File: src/rtl/usb2_ep_sched.sv
// Token-driven USB 2.0 endpoint scheduler: picks the target endpoint, answers RDY/NAK/STALL/NONE,
// relays commit/arm handshakes to the selected endpoint and keeps per-endpoint data toggles.
module usb2_ep_sched #(
    parameter int NUM_EP  = 4,
    parameter int TIMEOUT = 255
) (
    input  logic                   phy_clk,
    input  logic                   reset_n,
    input  logic                   tok_valid,
    input  logic [3:0]             tok_pid,
    input  logic [3:0]             tok_ep,
    input  logic                   toggle_adv,
    input  logic                   buf_in_commit,
    input  logic [9:0]             buf_in_commit_len,
    output logic                   buf_in_commit_ack,
    output logic                   buf_in_ready,
    input  logic                   buf_out_arm,
    output logic                   buf_out_arm_ack,
    output logic                   buf_out_hasdata,
    output logic [9:0]             buf_out_len,
    output logic [NUM_EP-1:0]      ep_in_commit,
    input  logic [NUM_EP-1:0]      ep_in_commit_ack,
    input  logic [NUM_EP-1:0]      ep_in_ready,
    output logic [NUM_EP-1:0]      ep_out_arm,
    input  logic [NUM_EP-1:0]      ep_out_arm_ack,
    input  logic [NUM_EP-1:0]      ep_out_hasdata,
    input  logic [NUM_EP*10-1:0]   ep_out_len,
    input  logic [NUM_EP-1:0]      ep_halt,
    output logic [2:0]             ep_sel,
    output logic [1:0]             data_toggle,
    output logic                   resp_valid,
    output logic [1:0]             resp_code,
    output logic                   err_timeout,
    output logic                   err_overrun
);

    localparam logic [3:0] PID_OUT   = 4'hE;
    localparam logic [3:0] PID_IN    = 4'h6;
    localparam logic [3:0] PID_SETUP = 4'h2;

    localparam logic [1:0] RESP_RDY   = 2'd0;
    localparam logic [1:0] RESP_NAK   = 2'd1;
    localparam logic [1:0] RESP_STALL = 2'd2;
    localparam logic [1:0] RESP_NONE  = 2'd3;

    typedef enum logic [2:0] {
        S_IDLE,
        S_DECODE,
        S_WAIT_COMMIT,
        S_FWD_COMMIT,
        S_WAIT_ARM,
        S_FWD_ARM
    } state_t;

    state_t              state;
    logic                is_setup;
    logic                is_in;
    logic                ep_bad;
    logic [7:0]          toggles;
    logic [7:0]          toggles_next;
    logic [7:0]          cnt;
    logic [7:0]          cnt_next;
    logic                timed_out;
    logic                token_ok;
    logic                setup_clear;
    logic [7:0]          ready8;
    logic [7:0]          hasdata8;
    logic [7:0]          halt8;
    logic [7:0]          cack8;
    logic [7:0]          aack8;
    logic [79:0]         len8;
    logic [NUM_EP-1:0]   sel_hot;
    logic                unused_commit_len;

    // Endpoint vectors are widened to eight entries so any 3-bit ep_sel indexes safely.
    always_comb begin
        ready8   = '0;
        hasdata8 = '0;
        halt8    = '0;
        cack8    = '0;
        aack8    = '0;
        len8     = '0;
        sel_hot  = '0;
        ready8[NUM_EP-1:0]      = ep_in_ready;
        hasdata8[NUM_EP-1:0]    = ep_out_hasdata;
        halt8[NUM_EP-1:0]       = ep_halt;
        cack8[NUM_EP-1:0]       = ep_in_commit_ack;
        aack8[NUM_EP-1:0]       = ep_out_arm_ack;
        len8[NUM_EP*10-1:0]     = ep_out_len;
        for (int i = 0; i < NUM_EP; i++) begin
            sel_hot[i] = (ep_sel == 3'(i));
        end
    end

    assign token_ok    = (tok_pid == PID_OUT) || (tok_pid == PID_IN) || (tok_pid == PID_SETUP);
    assign setup_clear = (state == S_DECODE) && is_setup && !ep_bad && (ep_sel == 3'd0);
    assign cnt_next    = cnt + 8'd1;
    assign timed_out   = (cnt_next == 8'(TIMEOUT));

    // A SETUP clear on endpoint 0 overrides a same-cycle toggle advance.
    always_comb begin
        toggles_next = toggles;
        if (toggle_adv) begin
            toggles_next[ep_sel] = ~toggles[ep_sel];
        end
        if (setup_clear) begin
            toggles_next[0] = 1'b0;
        end
    end

    assign data_toggle       = {1'b0, toggles[ep_sel]};
    assign buf_in_ready      = ready8[ep_sel];
    assign buf_out_hasdata   = hasdata8[ep_sel];
    assign buf_out_len       = len8[int'(ep_sel)*10 +: 10];
    assign buf_in_commit_ack = (state == S_FWD_COMMIT) && cack8[ep_sel];
    assign buf_out_arm_ack   = (state == S_FWD_ARM) && aack8[ep_sel];

    // The committed length travels on the external buffer mux, not through this block.
    assign unused_commit_len = ^buf_in_commit_len;

    always_ff @(posedge phy_clk or negedge reset_n) begin
        if (!reset_n) begin
            state        <= S_IDLE;
            ep_sel       <= 3'd0;
            is_setup     <= 1'b0;
            is_in        <= 1'b0;
            ep_bad       <= 1'b0;
            toggles      <= '0;
            cnt          <= '0;
            resp_valid   <= 1'b0;
            resp_code    <= RESP_RDY;
            err_timeout  <= 1'b0;
            err_overrun  <= 1'b0;
            ep_in_commit <= '0;
            ep_out_arm   <= '0;
        end else begin
            resp_valid  <= 1'b0;
            err_timeout <= 1'b0;
            err_overrun <= tok_valid && (state != S_IDLE);
            toggles     <= toggles_next;
            case (state)
                S_IDLE: begin
                    if (tok_valid && token_ok) begin
                        is_setup <= (tok_pid == PID_SETUP);
                        is_in    <= (tok_pid == PID_IN);
                        ep_bad   <= (32'(tok_ep) >= NUM_EP);
                        ep_sel   <= tok_ep[2:0];
                        state    <= S_DECODE;
                    end
                end
                S_DECODE: begin
                    resp_valid <= 1'b1;
                    cnt        <= '0;
                    state      <= S_IDLE;
                    if (ep_bad) begin
                        resp_code <= RESP_NONE;
                    end else if (is_setup && (ep_sel != 3'd0)) begin
                        resp_code <= RESP_STALL;
                    end else if (is_setup) begin
                        resp_code <= ready8[0] ? RESP_RDY : RESP_NAK;
                        if (ready8[0]) state <= S_WAIT_COMMIT;
                    end else if (halt8[ep_sel]) begin
                        resp_code <= RESP_STALL;
                    end else if (is_in) begin
                        resp_code <= hasdata8[ep_sel] ? RESP_RDY : RESP_NAK;
                        if (hasdata8[ep_sel]) state <= S_WAIT_ARM;
                    end else begin
                        resp_code <= ready8[ep_sel] ? RESP_RDY : RESP_NAK;
                        if (ready8[ep_sel]) state <= S_WAIT_COMMIT;
                    end
                end
                S_WAIT_COMMIT: begin
                    if (buf_in_commit) begin
                        ep_in_commit <= sel_hot;
                        cnt          <= '0;
                        state        <= S_FWD_COMMIT;
                    end else if (timed_out) begin
                        err_timeout <= 1'b1;
                        state       <= S_IDLE;
                    end else begin
                        cnt <= cnt_next;
                    end
                end
                S_FWD_COMMIT: begin
                    if (cack8[ep_sel] || timed_out) begin
                        err_timeout  <= !cack8[ep_sel];
                        ep_in_commit <= '0;
                        state        <= S_IDLE;
                    end else begin
                        cnt <= cnt_next;
                    end
                end
                S_WAIT_ARM: begin
                    if (buf_out_arm) begin
                        ep_out_arm <= sel_hot;
                        cnt        <= '0;
                        state      <= S_FWD_ARM;
                    end else if (timed_out) begin
                        err_timeout <= 1'b1;
                        state       <= S_IDLE;
                    end else begin
                        cnt <= cnt_next;
                    end
                end
                S_FWD_ARM: begin
                    if (aack8[ep_sel] || timed_out) begin
                        err_timeout <= !aack8[ep_sel];
                        ep_out_arm  <= '0;
                        state       <= S_IDLE;
                    end else begin
                        cnt <= cnt_next;
                    end
                end
                default: state <= S_IDLE;
            endcase
        end
    end

endmodule
File: config.mk
export PLATFORM = sky130hd
export DESIGN_NAME = usb2_ep_sched
export DESIGN_NICKNAME = d
export VERILOG_FILES = /design/src/rtl/usb2_ep_sched.sv
export SDC_FILE = /design/constraint.sdc
export NUM_CORES = 1
export LEC_CHECK = 0
export BUFFER_PORTS_ARGS = -buffer_cell sky130_fd_sc_hd__buf_2
export CORE_MARGIN = 2
export CORE_UTILIZATION = 35
export DETAILED_ROUTE_END_ITERATION = 6
export GPL_ROUTABILITY_DRIVEN = 0
export PLACE_DENSITY = 0.63
export SLEW_MARGIN = 10
export SYNTH_ARGS = -nofsm -noshare
export SYNTH_HDL_FRONTEND = slang
export SYNTH_SLANG_ARGS = --single-unit
File: constraint.sdc
create_clock -name phy_clk -period 4.66 [get_ports phy_clk]
set_input_delay 0.699 -clock phy_clk [delete_from_list [all_inputs] [get_ports phy_clk]]
set_output_delay 0.699 -clock phy_clk [all_outputs]
set_load 0.005 [all_outputs]
==> run summary, run 1 <==
The run gives 0.322 GHz as the highest achievable clock rate. The share of Yosys cell area claimed by the top area cell type is 0.364. In this run the critical register-to-register path is captured at cnt[3]. The detailed router finished its first iteration with 162 violations.

The worst setup path is captured at a primary output. Setup repair after global routing left no endpoint under its margin. The hold violation total from the final report was 0. The part of the power in combinational logic was 0.500. Counting along the longest clock path gives a buffer depth of 2. In this run, distinct cell masters in the synthesized netlist total 56. From bottom edge to top edge, the die measures 90.4 um. Clock skew on the completed layout was measured at 0.0106 ns. The cell area after synthesis was 0.00261 mm2; the switching share of total power was 0.383. The run gives 0 as the final max-slew violation count.

The number of hold-repair buffers added at the cts stage is 0, and the number of maximum-capacitance violations is 0. During placement, the flow inserted port buffers numbering 104. In this run the number of H-tree levels came out at 2. The final clock period utilization by the worst path was 0.667. CTS saw 38 sinks.

The core region is 0.00725 mm2. For the wire length after detailed routing, the log shows 7050 um. The power per cell area came out at 541 mW/mm2. The floorplan step defined a die boundary enclosing 0.00817 mm2. The worst setup path is of the flip-flop to primary output kind. Switching power: 0.000692 W. The share of post-route cells with drive strength above 1 works out to 0.428. The detailed-placement wirelength estimate came out at 5410 um.

The count of unresolved DRC violations after routing was 0; the final-layout setup total negative slack was 0 ns. The worst-case IR drop observed on VDD is 0.207 mV. The root buffer selected by CTS is sky130_fd_sc_hd__clkbuf_8. Post-CTS timing repair inserted 0 buffers for setup. The leading area contributor after synthesis is sky130_fd_sc_hd__dfrtp_1.

The routed via count came out at 2,359. The starting density of the core is 0.360, and the synthesized net count is 339. The area growth from synthesis to layout is 27.9%. Ranked by total cell area, the synthesized netlist is headed by sky130_fd_sc_hd__dfrtp_1 36%, sky130_fd_sc_hd__mux4_2 15%, sky130_fd_sc_hd__nor2_1 3.2%, sky130_fd_sc_hd__mux2_2 3.0%, sky130_fd_sc_hd__and2_1 2.9%. The worst register-to-register path has a depth of 6. For the worst setup path, the data arrival time is 2.41 ns. The library cells used most frequently in the layout, excluding fill and tap cells, are 104 x sky130_fd_sc_hd__buf_2, 38 x sky130_fd_sc_hd__dfrtp_1, 22 x sky130_fd_sc_hd__nor2_1, 19 x sky130_fd_sc_hd__nand2_1, 17 x sky130_fd_sc_hd__mux4_2. The fraction of registers with async set or reset after synthesis was 1.00; the clock latency reported for the late side of the worst-skew pair was 0.30 ns.

After technology mapping, the gate count stands at 253. The number of global-route vias before repair is 2,408. The first-pass GRT wire length came out at 12,100 um. The worst hold path terminates at ep_out_arm[3]. The fraction of power consumed by sequential logic was 0.306. Leaving out fill and tap cells, the most frequent cell in the layout is sky130_fd_sc_hd__buf_2.

The most used flip-flop cell after synthesis is sky130_fd_sc_hd__dfrtp_1. Headroom to the max-slew limit: 0.345. Entering global routing, the biggest net connects 39 pins. The tools report the global-route usage over all layers as 0.178. The routed via count divided by cell count works out to 5.22.

The critical path starts at ep_sel[1]. The data required time of the worst path was 3.96 ns. The run gives 0 as the remaining global-route overflow. The design internal power was 0.00111 W. The sequential cell area fraction in the yosys report was 0.364; the width of the die was 90.4 um. Yosys printed 0 warnings. The count of flip-flops with a built-in enable after synthesis is 0. The synthesized area divided by synthesized cell count was 10.3 um2; the final core utilization was 0.461. TritonCTS created 5 clock buffers. Pin placement for this block handled 116 I/O pins.

The run finished with clean final reports. The tools report the share of total power in the clock network as 0.194. The flop and latch count out of synthesis is 38. Startpoint type of the worst setup path: a flip-flop. The maximum fanout along the worst path was 25.

In this run the most critical hold path is launched from ep_out_arm[3]. Setup violations remaining at the end of the flow were counted as 0. The number of cells on the worst hold path is 1. After the last flow step, the layout net total stands at 438.

The worst path needs 3.11 ns of the cycle, external delays included. In this run the core area contains 31 standard-cell rows. The number of routed nets with antenna violations was 0; the flop-to-flop setup slack was 1.95 ns.

TritonCTS built the clock tree. The clock input transition at the sequential cells of the worst setup and hold paths was 0.08 ns; the routed length per placed instance was 15.6 um. The run gives 0 as the number of cells upsized or downsized after cts.

The number of antenna violations at the first check in global routing was 0. 0 antenna diodes ended up in the layout. Before antenna repair, the detailed router went through 6 iterations. For the pin with the worst max-slew slack, the measured transition is 0.975 ns. The path class of the tightest hold or removal check is flip-flop to flip-flop. The leakage power was 1.54 nW. Startpoint of the worst-slack reg-to-reg timing path: ep_sel[0].
[how the worst max path moves through the flow]
stage / cells past startpoint / to / slack, ns
after floorplan: 5 / buf_out_len[0] / 2.11
after global placement: 4 / data_toggle[0] / 1.96
after global routing: 4 / data_toggle[0] / 1.41
after detailed placement: 4 / data_toggle[0] / 1.93
after CTS: 4 / data_toggle[0] / 1.59
final: 4 / data_toggle[0] / 1.55
[stage by stage]
step	std cells	hold slack (ns)	total power [W]	worst slack, ns	area (um2)
3_5_place_dp	444	0.495	0.00146	1.93	3200
2_1_floorplan	253	0.403	0.00117	2.11	2610
5_1_grt	452	0.528	0.00195	1.41	3340
4_1_cts	452	0.511	0.00182	1.59	3340
6_report	452	0.504	0.00181	1.55	3340
3_3_place_gp	444	0.487	0.00145	1.96	3200
[power by group through the flow]
stage | registers [W] | clock network (W) | logic [W]
3_5_place_dp | 0.000558 | 0 | 0.000903
6_report | 0.000553 | 0.000350 | 0.000904
2_1_floorplan | 0.000489 | 0 | 0.000682
4_1_cts | 0.000552 | 0.000357 | 0.000909
3_3_place_gp | 0.000555 | 0 | 0.000890
5_1_grt | 0.000573 | 0.000377 | 0.00100
[final cells by class]
cell class / instances / area, um2
timing repair buffer: 105 / 528
fill: 702 / 3910
clock inverter: 2 / 60.1
tap: 99 / 124
sequential: 38 / 951
multi-input combinational: 193 / 1560
clock buffer: 6 / 82.6
inverter: 9 / 33.8
[cell families (layout without fill, tap and decap cells)]
group / count (synthesis) / in the layout / share of synthesized area
DFF: 38 / 38 / 0.364
and+or+nand+nor: 96 / 96 / 0.196
muxes: 31 / 31 / 0.211
buffers and inverters: 22 / 122 / 0.0379
xor gates and xnor gates: 2 / 2 / 0.00959
other: 1 / 1 / 0.00144
adders and majority gates: 2 / 2 / 0.00958
AOI/OAI and AO/OA: 61 / 61 / 0.170
[state kept, by name, summed over array words and instances, names as in the netlist]
register and count:
cnt 8, ep_bad 1, ep_in_commit 4, ep_out_arm 4
ep_sel 3, err_overrun 1, err_timeout 1, is_in 1
is_setup 1, resp_code 2, resp_valid 1, state 3
toggles 8
[Yosys cell counts, drive strengths merged, types with 8 or more instances]
cell type and count:
mux4 17, nor2 22, mux2 11, and2 12, inv 9, o31ai 9
o21ai 12, nor3 8, nand2 20, dfrtp 38, a21oi 9
[worst max-delay path, stage by stage (launching register included)]
cell                      delay, ns
sky130_fd_sc_hd__dfrtp_1       0.96
sky130_fd_sc_hd__mux4_2        0.41
sky130_fd_sc_hd__mux2i_1       0.34
sky130_fd_sc_hd__inv_1         0.22
sky130_fd_sc_hd__buf_2         0.18
[routing by layer]
layer	vias to the layer above	global-route usage	share of wire
met5	-	0	0
met4	0	0.0526	0.015
met3	10	0.0367	0.034
met2	59	0.272	0.47
met1	1149	0.257	0.48
li1	1141	-	-
No activity file was read; power rests on OpenSTA's default activity.
==> run 2: changes to the inputs <==
--- a/config.mk
+++ b/config.mk
@@ -5,12 +5,13 @@
 export SDC_FILE = /design/constraint.sdc
 export NUM_CORES = 1
 export LEC_CHECK = 0
+export ABC_AREA = 1
 export BUFFER_PORTS_ARGS = -buffer_cell sky130_fd_sc_hd__buf_2
 export CORE_MARGIN = 2
 export CORE_UTILIZATION = 35
 export DETAILED_ROUTE_END_ITERATION = 6
 export GPL_ROUTABILITY_DRIVEN = 0
-export PLACE_DENSITY = 0.63
+export PLACE_DENSITY = 0.64
 export SLEW_MARGIN = 10
 export SYNTH_ARGS = -nofsm -noshare
 export SYNTH_HDL_FRONTEND = slang
==> constraint.sdc (replaced) <==
create_clock -name phy_clk -period 2.9 [get_ports phy_clk]
set_input_delay 0.435 -clock phy_clk [delete_from_list [all_inputs] [get_ports phy_clk]]
set_output_delay 0.435 -clock phy_clk [all_outputs]
set_load 0.005 [all_outputs]
==> run summary, run 2 <==
The run finished with clean final reports. Clock input transition at the sequential cells of the worst setup and hold paths: 0.09 ns. Count of pins on the block boundary: 116. For the worst-skew pair, the clock arrives at the later sink with an insertion delay of 0.30 ns.

Startpoint type of the worst setup path: a flip-flop. The die covers 0.00790 mm2. The die extent in y is 88.9 um, and the flop-to-flop setup slack is 0.78 ns. The part of the power in combinational logic came out at 0.513. In the routed design, unresolved DRC markers number 0. For the worst setup path, the data required time is 2.47 ns. After floorplanning, the core was sized to cover 0.00687 mm2. The logs give 0.719 ns for the minimum setup slack after placement and 0.253 ns for the smallest hold slack. Dividing the detail-routed via count by the number of cells gives 4.94.

On the worst path, the slowest cell contributes a delay of 0.49 ns. The share of Yosys cell area claimed by the top area cell type was 0.377; the final setup skew was 0.0146 ns. Post-synthesis simple-gate area fraction: 0.291. The analysis attributes to net switching a power of 0.00117 W. The most common cell in the synthesized netlist was sky130_fd_sc_hd__nand2_1. The number of antenna violations at the first check in global routing is 0. After synthesis the netlist holds a flip-flop and latch count of 38.

The worst-case vdd ir drop is 0.317 mV, and the power per cell area is 815 mW/mm2. In this run the static leakage power is 1.67 nW. Synthesis produced 349 cells. The diode insertion count for antenna repair was 0. In the post-synthesis netlist, the biggest area contributors are sky130_fd_sc_hd__dfrtp_1 38%, sky130_fd_sc_hd__nand2_1 13%, sky130_fd_sc_hd__a22oi_1 8.0%, sky130_fd_sc_hd__inv_1 6.1%, sky130_fd_sc_hd__nand3_1 4.2%.

Data on the critical path arrives at its endpoint at 2.05 ns. The post-synthesis adder-cell area fraction came out at 0.00992. CTS placed an instance of sky130_fd_sc_hd__clkbuf_8 at the clock tree root.

Setup repair after global routing left no endpoint under its margin. The synthesized area divided by synthesized cell count works out to 7.23 um2. The die is 88.9 um wide.

After synthesis, the netlist uses 37 different library cells. Clock tree synthesis inserted a total of 5 buffers. Once layout is done, the placed cells without fillers occupy 0.00326 mm2. The tools report the global-route usage over all layers as 0.192.

The layout net count is 541. Based on the critical path, the design can be clocked at up to 0.402 GHz. During placement, the flow inserted port buffers numbering 104.

The clock drives 38 sinks. The fraction of registers with async set or reset after synthesis is 1.00. The setup path with the least slack is of type flip-flop to primary output.

The run gives 2,519 as the number of global-route vias before repair. The final clock period utilization by the worst path is 0.857, and the number of optimization iterations in the first detailed-route pass is 4. The library cells used most frequently in the layout, excluding fill and tap cells, are 104 x sky130_fd_sc_hd__buf_2, 86 x sky130_fd_sc_hd__nand2_1, 41 x sky130_fd_sc_hd__inv_1, 38 x sky130_fd_sc_hd__dfrtp_1, 28 x sky130_fd_sc_hd__nor2_1. The fraction of power consumed by sequential logic was 0.312. Counting flops with a built-in enable in the synthesized netlist gives 0. Final max-slew violation count: 0.

The first global-routing pass estimated 11,900 um of wire. The maximum number of buffers from clock root to sink is 2. The largest registers in the layout are cnt x8, toggles x8.

TritonCTS built the clock tree. The maximum number of pins on one net before global-route repair was 39. The hold violation total from the final report came out at 0.

The complex-gate fraction of the synthesized area works out to 0.234. The share of total power in the clock network is 0.175, and the synthesized net count is 435. The number of warnings reported in the yosys synthesis log was 0. The tools report the final core utilization as 0.474.

The run gives 0.00314 mm2 as the post-detailed-placement cell area. Setup violations remaining at the end of the flow were counted as 0. The slew of the pin with the lowest slew margin is 0.887 ns, and the cell area after synthesis is 0.00252 mm2.

After global routing the overflow that remains totals 0. Among the stages of the critical path, the cell type that occurs most often is sky130_fd_sc_hd__nand2_1. The share of post-route cells with drive strength above 1 works out to 0.309. Number of hold-repair buffers added at the cts stage: 0. Headroom to the max-slew limit: 0.408. The commonest cells after synthesis are 86 x sky130_fd_sc_hd__nand2_1, 41 x sky130_fd_sc_hd__inv_1, 38 x sky130_fd_sc_hd__dfrtp_1.

The starting density of the core came out at 0.367. Worst-path cell with the longest stage delay: sky130_fd_sc_hd__dfrtp_1. The run gives 0.377 as the sequential cell area fraction in the yosys report. The synthesis-to-finish area growth works out to 29.2%. The leading area contributor after synthesis was sky130_fd_sc_hd__dfrtp_1.

The tools report the sort of element at the end of the critical path as a primary output. The main combinational cell family by area after synthesis was simple AND/OR/NAND/NOR gates. After the first detailed-routing iteration, the DRC count stood at 130.

Number of routed nets with antenna violations: 0. The tools report the startpoint of the worst-slack reg-to-reg timing path as ep_sel[1]. The worst path meets setup with 0.415 ns of slack.

The endpoint identified for the worst register-to-register timing path is cnt[1]. The number of setup buffers added after CTS is 0. The worst path needs 2.48 ns of the cycle, external delays included. Detailed placement ended at an HPWL of 5620 um. The tools report the number of cells upsized or downsized after cts as 0. For the worst flop-to-flop path, the logic depth is 10. CTS built an H-tree with a depth of 2. The xor/xnor cell area share of the yosys netlist was 0. The floorplan has 30 rows. The top flip-flop cell by instance count after synthesis was sky130_fd_sc_hd__dfrtp_1. The worst min-delay path class was input pin to asynchronous set/reset pin. Switching share of total power: 0.441. For the final routed database, the setup TNS stands at 0 ns. The tool flagged a number of max-cap violations equal to 0. The routed via count came out at 2,726.

The routed length per placed instance is 13.1 um, and the multiplexer share of the synthesized area is 0. Along the worst path, the maximum fanout reaches 15. Leaving out fill and tap cells, the most frequent cell in the layout is sky130_fd_sc_hd__buf_2. The wire length after detailed routing was 7240 um; the design internal power was 0.00148 W. Walking the worst path, the cells encountered are nand2_1, inv_1, nand2_1, nand4_1, nand2_1, nor2_1, buf_2.
[run 2: worst max path at each step]
stage	from	cells past startpoint	slack, ns	to
2_1_floorplan	cnt[0]	13	1.11	cnt[2]
3_3_place_gp	ep_sel[0]	7	0.72	data_toggle[0]
3_5_place_dp	ep_sel[1]	7	0.72	buf_in_commit_ack
4_1_cts	ep_sel[1]	7	0.39	buf_in_commit_ack
5_1_grt	ep_sel[1]	7	0.18	buf_in_commit_ack
6_report	ep_sel[1]	7	0.42	buf_in_commit_ack
[run 2: area by class of cell]
cell class / count / area (um2)
clock buffer: 5 / 68.8
clock inverter: 3 / 45.0
fill: 722 / 3610
inverter: 43 / 161
multi-input combinational: 258 / 1350
sequential: 38 / 951
tap: 96 / 120
timing repair buffer: 109 / 558
[run 2: metal layers]
metal | vias to the layer above | GRT usage | part of all wire
met5 | - | 0 | 0
met4 | 0 | 0.0537 | 0.0094
met3 | 4 | 0.0416 | 0.075
met2 | 103 | 0.327 | 0.48
met1 | 1225 | 0.247 | 0.43
li1 | 1394 | - | -
[run 2: logic make-up (layout without fill, tap and decap cells)]
logic type / after synthesis / in the layout
AOI/OAI and AO/OA: 91 / 91
adders and majority gates: 2 / 2
buffers and inverters: 53 / 160
DFF: 38 / 38
other: 1 / 1
and+or+nand+nor: 164 / 164
[run 2: power groups by stage]
stage / registers, W / clock network (W) / logic [W]
after detailed placement: 0.000841 / 0 / 0.00137
after floorplan: 0.000819 / 0 / 0.000908
after CTS: 0.000830 / 0.000471 / 0.00138
final: 0.000829 / 0.000465 / 0.00136
after global placement: 0.000837 / 0 / 0.00135
after global routing: 0.000853 / 0.000493 / 0.00157
[run 2: stage by stage]
step	total power, W	instances
floorplan	0.00173	349
global placement	0.00218	544
detailed placement	0.00221	544
CTS	0.00268	552
global route	0.00291	552
finish	0.00266	552
[run 2: critical path, delay by kind of cell (launching register included)]
kind / cells / cell delay, ns
flip-flops: 1 / 0.49
buffers and inverters: 2 / 0.55
AND/OR/NAND/NOR: 5 / 0.70
==> run 3: changes to the inputs <==
==> constraint.sdc (replaced) <==
create_clock -name phy_clk -period 2.7 [get_ports phy_clk]
set_input_delay 0.405 -clock phy_clk [delete_from_list [all_inputs] [get_ports phy_clk]]
set_output_delay 0.405 -clock phy_clk [all_outputs]
set_load 0.005 [all_outputs]
==> run summary, run 3 (synthesis gave the netlist of run 2 again) <==
The logs give 0.00636 ns for the final setup skew and 0.00153 W for the design internal power. STA classifies the critical path startpoint as a flip-flop. The first TritonRoute pass finished after 4 iterations. The tools report the part of the power in combinational logic as 0.525.

The detailed-placement wirelength estimate is 5680 um, and the number of levels the H-tree was split into is 2. The final clock period utilization by the worst path is 0.911, and the area inside the core boundary is 0.00687 mm2. The hold violation total from the final report was 0. In this run the static leakage power is 1.66 nW. The net count of the finished layout is 541. The final number of setup-violating endpoints came out at 0. Setup repair after global routing left no endpoint under its margin.

The logs give 7160 um for the wire length after detailed routing and 0.367 for the starting density of the core. Row generation in the floorplan step produced 30 rows. The maximum fanout along the worst path is 6. The library cell used most frequently in the layout, excluding fill and tap cells, is sky130_fd_sc_hd__buf_2.

The area of the die is 0.00790 mm2, and the slew of the pin with the lowest slew margin is 0.881 ns. Buffers placed on the I/O ports in this run total 104. Once detail routing completed, the nets flagged for antenna violations numbered 0.

The number of buffers inserted by post-CTS setup repair came out at 0. The critical path in this run is classified as flip-flop to primary output. The clock sink count came out at 38. TritonCTS built the clock tree. The share of post-route cells with drive strength above 1 was 0.307; the width of the die was 88.9 um. On the worst path, the slowest cell contributes a delay of 0.46 ns. Counting the fill cells in the layout gives 720.

The maximum number of pins on one net before global-route repair is 39, and the die extent in y is 88.9 um. The number of hold buffers added after CTS was 0. Worst-path cell with the longest stage delay: sky130_fd_sc_hd__dfrtp_1. The logs give 2,711 for the routed via count and 0 for the number of maximum-capacitance violations. Count of unresolved DRC violations after routing: 0. The switching power was 0.00123 W; the routed length per placed instance was 13.0 um. Number of global-route vias before repair: 2,632. The clock input transition at the sequential cells of the worst setup and hold paths was 0.07 ns; the first-pass GRT wire length was 11,900 um. After clock tree synthesis, the repair step resized 0 gates. In this run, CTS created clock tree buffers numbering 5.

The tools report the highest achievable clock rate as 0.407 GHz. In the layout the commonest cells are 104 x sky130_fd_sc_hd__buf_2, 86 x sky130_fd_sc_hd__nand2_1, 41 x sky130_fd_sc_hd__inv_1, 38 x sky130_fd_sc_hd__dfrtp_1, 28 x sky130_fd_sc_hd__nor2_1. Traced cell by cell, the critical path runs through inv_2, nor2_2, a22oi_1, o221ai_1, o21ai_0, inv_1, buf_2. Power spread over the standard cell area amounts to 851 mW/mm2. In the final layout, the registers with the most flip-flops are cnt x8, toggles x8.

Pin placement for this block handled 116 I/O pins. The tools report the sort of element at the end of the critical path as a primary output. In this run the critical register-to-register path is captured at cnt[1]. For this run the aggregate overflow at the end of global routing stands at 0. At the worst endpoint, the required time is 2.30 ns. The startpoint of the worst-slack reg-to-reg timing path was ep_sel[1]. The synthesis-to-finish area growth works out to 28.3%. The worst min-delay path class is input pin to asynchronous set/reset pin. The diode insertion count for antenna repair was 0. The final-layout setup total negative slack was 0 ns; the starting DRC count in detailed routing was 103. In this run the deepest clock path goes through 2 buffers. The switching share of total power was 0.446.

The run finished with clean final reports. The flop-to-flop setup slack is 0.60 ns. The share of total power in the clock network was 0.148. The post-detailed-placement cell area is 0.00314 mm2, and the final cell area excluding filler cells is 0.00324 mm2. The logs give 0.29 ns for the clock latency reported for the late side of the worst-skew pair and 0 for the number of antenna violations at the first check in global routing. The run gives 0.326 as the fraction of power consumed by sequential logic. The root buffer selected by CTS is sky130_fd_sc_hd__clkbuf_8.

The time the worst path needs with I/O delays and setup is 2.46 ns. The number of cells traversed by the worst register-to-register path was 10. The final max-slew violation count is 0, and the arrival time of the worst setup path is 2.05 ns.

The routed via count divided by cell count is 4.91. Headroom to the max-slew limit: 0.412. The worst-case IR drop observed on VDD is 0.350 mV. The global-route usage over all layers was 0.194. The critical path starts at ep_sel[0].
==> run 3: cell count changes in the layout (fill, tap and decap cells not counted) <==
cell                         delta
sky130_fd_sc_hd__bufinv_16      -1
sky130_fd_sc_hd__clkbuf_1       +1
sky130_fd_sc_hd__clkbuf_8       +1
sky130_fd_sc_hd__clkinv_2       +1
sky130_fd_sc_hd__clkinvlp_4     -2
==> run 3: worst max-delay path by stage <==
stage / endpoint / slack (ns) / cells after the start
2_1_floorplan: cnt[2] / 0.91 / 13
3_3_place_gp: data_toggle[0] / 0.56 / 7
3_5_place_dp: data_toggle[0] / 0.55 / 7
4_1_cts: data_toggle[0] / 0.22 / 7
5_1_grt: data_toggle[0] / 0.03 / 7
6_report: data_toggle[0] / 0.24 / 7
==> run 3: power groups by stage <==
| stage | Combinational (W) | Clock, W | Sequential (W) |
|---|---|---|---|
| 2_1_floorplan | 0.000975 | 0 | 0.000879 |
| 3_3_place_gp | 0.00143 | 0 | 0.000911 |
| 4_1_cts | 0.00147 | 0.000420 | 0.000900 |
| 6_report | 0.00145 | 0.000409 | 0.000898 |
| 5_1_grt | 0.00166 | 0.000450 | 0.000922 |
| 3_5_place_dp | 0.00146 | 0 | 0.000910 |
==> run 3: cell type report <==
| cell class | instances | area [um2] | area share |
|---|---|---|---|
| multi-input cells | 258 | 1350 | 0.418 |
| clock buffers | 7 | 86.3 | 0.0267 |
| repair buffers | 109 | 558 | 0.172 |
| flip-flops and latches | 38 | 951 | 0.294 |
| clock inverters | 1 | 5.00 | 0.00155 |
| inverters | 43 | 161 | 0.0499 |
| well taps | 96 | 120 | 0.0371 |
==> run 3: per-layer routing <==
layer  wire length, um  share of wire  vias up  GRT usage
met2              3550           0.50       97      0.349
met5                 0              0        -          0
li1                  -              -     1402          -
met4               104          0.015        0     0.0551
met3               481          0.067        9     0.0452
met1              3020           0.42     1203      0.231
==> run 3: worst max-delay path, delay by kind of cell, from the launching register on <==
kind,cells,cell delay [ns]
buffers and inverters,3,0.49
DFF,1,0.46
AOI/OAI and AO/OA,3,0.74
and+or+nand+nor,1,0.08
==> run 3: per-stage QoR <==
step	hold WS, ns	utilization	std cells	power, W	setup WS [ns]
finish	0.236	0.471	552	0.00275	0.240
global route	0.301	0.471	552	0.00303	0.0287
CTS	0.253	0.471	552	0.00279	0.221
detailed placement	0.479	0.458	544	0.00237	0.548
global placement	0.470	0.458	544	0.00235	0.559
floorplan	0.109	-	349	0.00185	0.915
